===== config.mk =====
export PLATFORM = sky130hd
export DESIGN_NAME = mc_controller_flat
export DESIGN_NICKNAME = d
export VERILOG_FILES = /design/src/rtl/mc_controller_pkg.sv /design/src/rtl/mc_controller_if.sv /design/src/rtl/mc_controller_aludec.sv /design/src/rtl/mc_controller.sv /design/src/flat_wrapper.sv
export SDC_FILE = /design/constraint.sdc
export NUM_CORES = 1
export LEC_CHECK = 0
export ABC_AREA = 1
export CAP_MARGIN = 30
export CORE_UTILIZATION = 41
export CTS_CLUSTER_SIZE = 20
export DETAILED_ROUTE_END_ITERATION = 16
export PLACE_DENSITY = 0.83
export SETUP_SLACK_MARGIN = 0.4
export SLEW_MARGIN = 20
export SYNTH_ARGS = -nofsm -noshare
export SYNTH_HDL_FRONTEND = slang
export SYNTH_SLANG_ARGS = --single-unit

===== constraint.sdc =====
create_clock -name clk -period 3.5 [get_ports clk]
set_input_delay 0.7 -clock clk [delete_from_list [all_inputs] [get_ports clk]]
set_output_delay 0.7 -clock clk [all_outputs]
set_load 0.02 [all_outputs]

===== src/rtl/mc_controller_pkg.sv =====
// Shared encodings for the multi-cycle MIPS controller.
//   state_t      : main FSM states
//   aluop_t      : ALU operation class handed from the FSM to aludec
//   OP_* / F_*   : opcode and R-type funct field values
//   SRCB_*, PC_*, ALU_* : datapath mux selects and ALU operation codes
package mc_controller_pkg;

  typedef enum logic [3:0] {
    FETCH, DECODE, MEMADR, MEMRD, MEMWB, MEMWR,
    RTYPEEX, ALUWB, BEQEX, ADDIEX, ADDIWB, JEX
  } state_t;

  // ALUOP_ADD is the all-zero encoding so states that do not name an ALU
  // operation fall back to add.
  typedef enum logic [1:0] {
    ALUOP_ADD   = 2'b00,
    ALUOP_SUB   = 2'b01,
    ALUOP_FUNCT = 2'b10
  } aluop_t;

  localparam logic [5:0] OP_RTYPE = 6'b000000;
  localparam logic [5:0] OP_J     = 6'b000010;
  localparam logic [5:0] OP_BEQ   = 6'b000100;
  localparam logic [5:0] OP_ADDI  = 6'b001000;
  localparam logic [5:0] OP_LW    = 6'b100011;
  localparam logic [5:0] OP_SW    = 6'b101011;

  localparam logic [5:0] F_ADD = 6'b100000;
  localparam logic [5:0] F_SUB = 6'b100010;
  localparam logic [5:0] F_AND = 6'b100100;
  localparam logic [5:0] F_OR  = 6'b100101;
  localparam logic [5:0] F_SLT = 6'b101010;

  localparam logic [1:0] SRCB_REG   = 2'b00;
  localparam logic [1:0] SRCB_FOUR  = 2'b01;
  localparam logic [1:0] SRCB_IMM   = 2'b10;
  localparam logic [1:0] SRCB_IMMSH = 2'b11;

  localparam logic [1:0] PC_ALURES = 2'b00;
  localparam logic [1:0] PC_ALUOUT = 2'b01;
  localparam logic [1:0] PC_JUMP   = 2'b10;

  localparam logic [2:0] ALU_AND = 3'b000;
  localparam logic [2:0] ALU_OR  = 3'b001;
  localparam logic [2:0] ALU_ADD = 3'b010;
  localparam logic [2:0] ALU_SUB = 3'b110;
  localparam logic [2:0] ALU_SLT = 3'b111;

endpackage


===== src/rtl/mc_controller_if.sv =====
// Controller <-> datapath signal bundle.
//   op, funct, zero          : instruction fields and ALU flag from the datapath
//   iord .. alucontrol       : datapath control strobes and mux selects
//   illegal_op               : unsupported-opcode pulse
// master = controller side, slave = datapath side.
interface mc_controller_if;
  logic [5:0] op;
  logic [5:0] funct;
  logic       zero;
  logic       iord;
  logic       memwrite;
  logic       irwrite;
  logic       regdst;
  logic       memtoreg;
  logic       regwrite;
  logic       alusrca;
  logic [1:0] alusrcb;
  logic [1:0] pcsrc;
  logic       pcen;
  logic [2:0] alucontrol;
  logic       illegal_op;

  modport master (
    input  op, funct, zero,
    output iord, memwrite, irwrite, regdst, memtoreg, regwrite,
           alusrca, alusrcb, pcsrc, pcen, alucontrol, illegal_op
  );

  modport slave (
    output op, funct, zero,
    input  iord, memwrite, irwrite, regdst, memtoreg, regwrite,
           alusrca, alusrcb, pcsrc, pcen, alucontrol, illegal_op
  );
endinterface


===== src/rtl/mc_controller_aludec.sv =====
// ALU operation decoder.
//   aluop      in  operation class from the main FSM
//   funct      in  R-type function field
//   alucontrol out 3-bit ALU operation code
module aludec
  import mc_controller_pkg::*;
(
  input  aluop_t     aluop,
  input  logic [5:0] funct,
  output logic [2:0] alucontrol
);

  always_comb begin
    alucontrol = ALU_ADD;
    case (aluop)
      ALUOP_SUB: alucontrol = ALU_SUB;
      ALUOP_FUNCT: begin
        case (funct)
          F_ADD:   alucontrol = ALU_ADD;
          F_SUB:   alucontrol = ALU_SUB;
          F_AND:   alucontrol = ALU_AND;
          F_OR:    alucontrol = ALU_OR;
          F_SLT:   alucontrol = ALU_SLT;
          default: alucontrol = ALU_ADD;
        endcase
      end
      default: alucontrol = ALU_ADD;
    endcase
  end

endmodule


===== src/rtl/mc_controller.sv =====
// Multi-cycle MIPS control unit: main FSM plus Moore output decode.
//   clk   in  rising-edge clock
//   reset in  synchronous active-high reset; returns FSM to FETCH and
//             holds every write/load enable and illegal_op low
//   bus   master side of mc_controller_if (op/funct/zero in, controls out)
module mc_controller
  import mc_controller_pkg::*;
(
  input  logic           clk,
  input  logic           reset,
  mc_controller_if.master bus
);

  state_t state, state_nx;
  aluop_t aluop;
  logic   pcwrite, branch, illegal;
  logic   memwrite_s, irwrite_s, regwrite_s;

  always_ff @(posedge clk) begin
    if (reset) state <= FETCH;
    else       state <= state_nx;
  end

  always_comb begin
    state_nx    = FETCH;
    aluop       = ALUOP_ADD;
    pcwrite     = 1'b0;
    branch      = 1'b0;
    illegal     = 1'b0;
    memwrite_s  = 1'b0;
    irwrite_s   = 1'b0;
    regwrite_s  = 1'b0;
    bus.iord    = 1'b0;
    bus.regdst  = 1'b0;
    bus.memtoreg = 1'b0;
    bus.alusrca = 1'b0;
    bus.alusrcb = SRCB_REG;
    bus.pcsrc   = PC_ALURES;
    case (state)
      FETCH: begin
        irwrite_s   = 1'b1;
        bus.alusrcb = SRCB_FOUR;
        pcwrite     = 1'b1;
        state_nx    = DECODE;
      end
      DECODE: begin
        // Branch target is precomputed here while the opcode is decoded.
        bus.alusrcb = SRCB_IMMSH;
        case (bus.op)
          OP_LW, OP_SW: state_nx = MEMADR;
          OP_RTYPE:     state_nx = RTYPEEX;
          OP_BEQ:       state_nx = BEQEX;
          OP_ADDI:      state_nx = ADDIEX;
          OP_J:         state_nx = JEX;
          default: begin
            illegal  = 1'b1;
            state_nx = FETCH;
          end
        endcase
      end
      MEMADR: begin
        bus.alusrca = 1'b1;
        bus.alusrcb = SRCB_IMM;
        state_nx    = (bus.op == OP_LW) ? MEMRD : MEMWR;
      end
      MEMRD: begin
        bus.iord = 1'b1;
        state_nx = MEMWB;
      end
      MEMWB: begin
        bus.memtoreg = 1'b1;
        regwrite_s   = 1'b1;
      end
      MEMWR: begin
        bus.iord   = 1'b1;
        memwrite_s = 1'b1;
      end
      RTYPEEX: begin
        bus.alusrca = 1'b1;
        aluop       = ALUOP_FUNCT;
        state_nx    = ALUWB;
      end
      ALUWB: begin
        bus.regdst = 1'b1;
        regwrite_s = 1'b1;
      end
      BEQEX: begin
        bus.alusrca = 1'b1;
        aluop       = ALUOP_SUB;
        bus.pcsrc   = PC_ALUOUT;
        branch      = 1'b1;
      end
      ADDIEX: begin
        bus.alusrca = 1'b1;
        bus.alusrcb = SRCB_IMM;
        state_nx    = ADDIWB;
      end
      ADDIWB: regwrite_s = 1'b1;
      JEX: begin
        bus.pcsrc = PC_JUMP;
        pcwrite   = 1'b1;
      end
      default: state_nx = FETCH;
    endcase
  end

  // Enables are masked by reset directly so nothing is written during the
  // reset cycle, even from the state that was live when reset arrived.
  assign bus.memwrite   = ~reset & memwrite_s;
  assign bus.irwrite    = ~reset & irwrite_s;
  assign bus.regwrite   = ~reset & regwrite_s;
  assign bus.pcen       = ~reset & (pcwrite | (branch & bus.zero));
  assign bus.illegal_op = ~reset & illegal;

  aludec u_aludec (
    .aluop      (aluop),
    .funct      (bus.funct),
    .alucontrol (bus.alucontrol)
  );

endmodule


===== src/flat_wrapper.sv =====
// flat-port wrapper written by rule: the top's interface ports become plain ports
module mc_controller_flat import mc_controller_pkg::*;
  (clk, reset, bus_op, bus_funct, bus_zero, bus_iord, bus_memwrite, bus_irwrite, bus_regdst, bus_memtoreg, bus_regwrite, bus_alusrca, bus_alusrcb, bus_pcsrc, bus_pcen, bus_alucontrol, bus_illegal_op);
  mc_controller_if bus_i ();
  input  logic clk;
  input  logic reset;
  input wire logic [$bits(bus_i.op)-1:0] bus_op;
  input wire logic [$bits(bus_i.funct)-1:0] bus_funct;
  input wire logic [$bits(bus_i.zero)-1:0] bus_zero;
  output wire logic [$bits(bus_i.iord)-1:0] bus_iord;
  output wire logic [$bits(bus_i.memwrite)-1:0] bus_memwrite;
  output wire logic [$bits(bus_i.irwrite)-1:0] bus_irwrite;
  output wire logic [$bits(bus_i.regdst)-1:0] bus_regdst;
  output wire logic [$bits(bus_i.memtoreg)-1:0] bus_memtoreg;
  output wire logic [$bits(bus_i.regwrite)-1:0] bus_regwrite;
  output wire logic [$bits(bus_i.alusrca)-1:0] bus_alusrca;
  output wire logic [$bits(bus_i.alusrcb)-1:0] bus_alusrcb;
  output wire logic [$bits(bus_i.pcsrc)-1:0] bus_pcsrc;
  output wire logic [$bits(bus_i.pcen)-1:0] bus_pcen;
  output wire logic [$bits(bus_i.alucontrol)-1:0] bus_alucontrol;
  output wire logic [$bits(bus_i.illegal_op)-1:0] bus_illegal_op;
  assign bus_i.op = bus_op;
  assign bus_i.funct = bus_funct;
  assign bus_i.zero = bus_zero;
  assign bus_iord = bus_i.iord;
  assign bus_memwrite = bus_i.memwrite;
  assign bus_irwrite = bus_i.irwrite;
  assign bus_regdst = bus_i.regdst;
  assign bus_memtoreg = bus_i.memtoreg;
  assign bus_regwrite = bus_i.regwrite;
  assign bus_alusrca = bus_i.alusrca;
  assign bus_alusrcb = bus_i.alusrcb;
  assign bus_pcsrc = bus_i.pcsrc;
  assign bus_pcen = bus_i.pcen;
  assign bus_alucontrol = bus_i.alucontrol;
  assign bus_illegal_op = bus_i.illegal_op;
  mc_controller u_core (.clk(clk), .reset(reset), .bus(bus_i));
endmodule

==> impl_metrics.py <==
metrics = {
    "outcome": {
        "status": "completed",
    },
    "sta": {
        "fin_crit_ns": 2.92,
        "drv_slew": 0,
        "hold_viol": 0,
        "fin_crit_sh": 0.834,
        "tns_ns": 0,
        "fin_skew_ns": 0.00937,
        "rsz0062_at_grt": "false",
        "worst_pin_slew_ns": 0.317,
        "slew_headroom": 0.788,
        "setup_viol": 0,
        "fmax_mhz": 343,
    },
    "drt": {
        "via_per_inst": 4.94,
        "wl_per_cell_um": 10.1,
        "wirelength_mm": 1.56,
        "num_vias": 760,
        "antenna_left": 0,
        "firstDrtPassIters": 4,
        "drc": 0,
        "initialDrtViolationCount": 25,
    },
    "clock_network": {
        "cts_buffers": 3,
        "cts-resized-gates": 0,
        "clk_pin_slew_worst_paths_ns": 0.04,
        "clockRootBuffer": "clkbuf_4",
        "cts_setup_buffers": 0,
        "cts_tree": "yes",
        "clock_sinks": 4,
        "worstSkewPairLatency_ns": 0.24,
        "cts_buffer_depth": 2,
        "cts_hold_buf": 0,
        "htree_levels": 1,
    },
    "synth": {
        "synth_cells": 106,
        "synth_top_area_frac": 0.153,
        "ys_ff_latch": 4,
        "yosysUniqueCellTypes": 19,
        "syn-num-nets": 124,
        "synth_area_per_cell_um2": 5.56,
        "yosys_warnings": 0,
        "yosysSeqAreaShare": 0.136,
        "syn_area_um2": 589,
        "yosys.area.top_type": "nand2_1",
        "synth.area.top_cells": "nand2_1 (15%), dfxtp_1 (14%), inv_1 (11%)",
    },
    "grt": {
        "grt_max_degree": 8,
        "grt_remaining_overflow": 0,
        "antenna_found_initial": 0,
        "track_usage": 0.250,
        "grt_first_pass_wirelength_mm": 2.66,
        "first_global_vias": 655,
    },
    "cells_and_area": {
        "insertedDiodeCount": 0,
        "layout_common_cells": "clkdlybuf4s50_1 (29), nand2_1 (24), inv_1 (17)",
        "final_common_cell": "clkdlybuf4s50_1",
        "largestRegisters": "u_core.state (4)",
        "design_area_um2": 936,
        "top_register": "u_core.state",
        "area_growth_pct": 58.8,
        "drive_gt1_frac": 0.129,
        "nets": 159,
        "largest_register_ffs": 4,
    },
    "critical_path": {
        "crit_top_cell": "clkdlybuf4s50_1",
        "critPathBufInv": 3,
        "critical-path-top-delay-family": "buffers and inverters",
        "path_max_fanout": 3,
        "slowest_stage": "clkdlybuf4s50_1",
        "crit_arrival_ns": 2.22,
        "cp-start-kind": "primary input",
        "worstPathCellList": "clkdlybuf4s50_1 -> inv_1 -> nor2_1 -> nand3_1 -> o21ai_0 -> clkdlybuf4s50_1",
        "end_kind": "primary output",
        "cpPeakStageDelay_ns": 0.62,
        "crit_required_ns": 2.80,
        "criticalPathCategory": "primary input to primary output",
    },
    "place": {
        "post_dp_cell_area_um2": 908,
        "place_congestion": 0.805,
        "dpl.hpwl_mm": 1.33,
        "place.port_buffers": 30,
    },
    "job": {
        "drv_cap": 0,
    },
    "worst_hold_path": {
        "min_path_type": "flop to flop",
    },
    "die": {
        "die_y_um": 39.9,
        "core_region_area_um2": 1320,
        "pin_count": 31,
        "initial_utilization": 0.447,
        "die_w_um": 39.9,
        "fp-row-count": 13,
        "dieArea_um2": 1590,
    },
    "power": {
        "clock_power_share": 0.347,
        "peakVddDrop_mv": 0.193,
        "p_leak_uw": 0.000497,
        "power_per_cell_area_nw_per_um2": 178,
        "netSwitchingFraction": 0.307,
        "comb_power_share": 0.361,
        "internal_power_uw": 116,
        "p_total_uw": 167,
        "pwr-share-seq": 0.292,
        "switching_power_uw": 51.2,
    },
}
==> worst paths after layout <==
kind	from	to	slack (ns)	cells past startpoint
max	bus_funct[1]	bus_alucontrol[2]	0.58	6
min reg2reg	u_core.state[0]	u_core.state[3]	0.67	4
min	u_core.state[0]	u_core.state[3]	0.67	4
max reg2reg	u_core.state[1]	u_core.state[1]	2.31	5
==> cells in the mapped netlist (all sizes together) <==
library cell / number
o21ai: 2
a21oi: 7
nand3: 10
ha: 3
nor2: 21
nand3b: 4
nor3: 2
dfxtp: 4
nand4: 3
a31oi: 1
inv: 22
nand2: 27
==> worst min-delay path: stages, from the launching register on <==
cell	delay, ns
dfxtp_1	0.32
inv_2	0.12
nor3_4	0.07
nand2_1	0.06
a21oi_1	0.05
==> metal layers <==
layer,routed length [µm],GRT usage,up-vias
met5,0,0,-
met4,10,0.0690,0
met3,80,0.0511,2
met2,779,0.440,32
met1,685,0.300,322
li1,-,-,404
==> per-stage QoR <==
step / hold WS (ns) / utilization / setup slack, ns / std cells
5_1_grt: 0.718 / 0.710 / 0.427 / 154
4_1_cts: 0.674 / 0.707 / 0.486 / 154
3_3_place_gp: 0.666 / 0.689 / 0.535 / 151
3_5_place_dp: 0.684 / 0.689 / 0.492 / 151
2_1_floorplan: 0.618 / - / 1.22 / 106
6_report: 0.668 / 0.710 / 0.582 / 154
==> cell families after synthesis <==
group | after synthesis | synth area share
buffers and inverters | 22 | 0.140
AOI/OAI and AO/OA | 10 | 0.0870
DFF | 4 | 0.136
adders and majority gates | 3 | 0.0637
and+or+nand+nor | 67 | 0.573
==> final cells by class <==
class                   instances  area [µm²]
clock buffers                   3        22.5
fillers                       116         382
inverters                      22        82.6
multi-input cells              80         429
flip-flops and latches          4        80.1
well taps                      15        18.8
repair buffers                 30         303
==> power by group through the flow <==
stage / logic (µW) / clock network [µW] / registers, µW
detailed placement: 59.9 / 0 / 49.5
finish: 60.3 / 57.8 / 48.7
global route: 66.2 / 65.0 / 48.8
global placement: 58.4 / 0 / 49.4
floorplan: 28.3 / 0 / 49.1
CTS: 60.1 / 59.5 / 48.7
No activity file was read; power rests on OpenSTA's default activity.
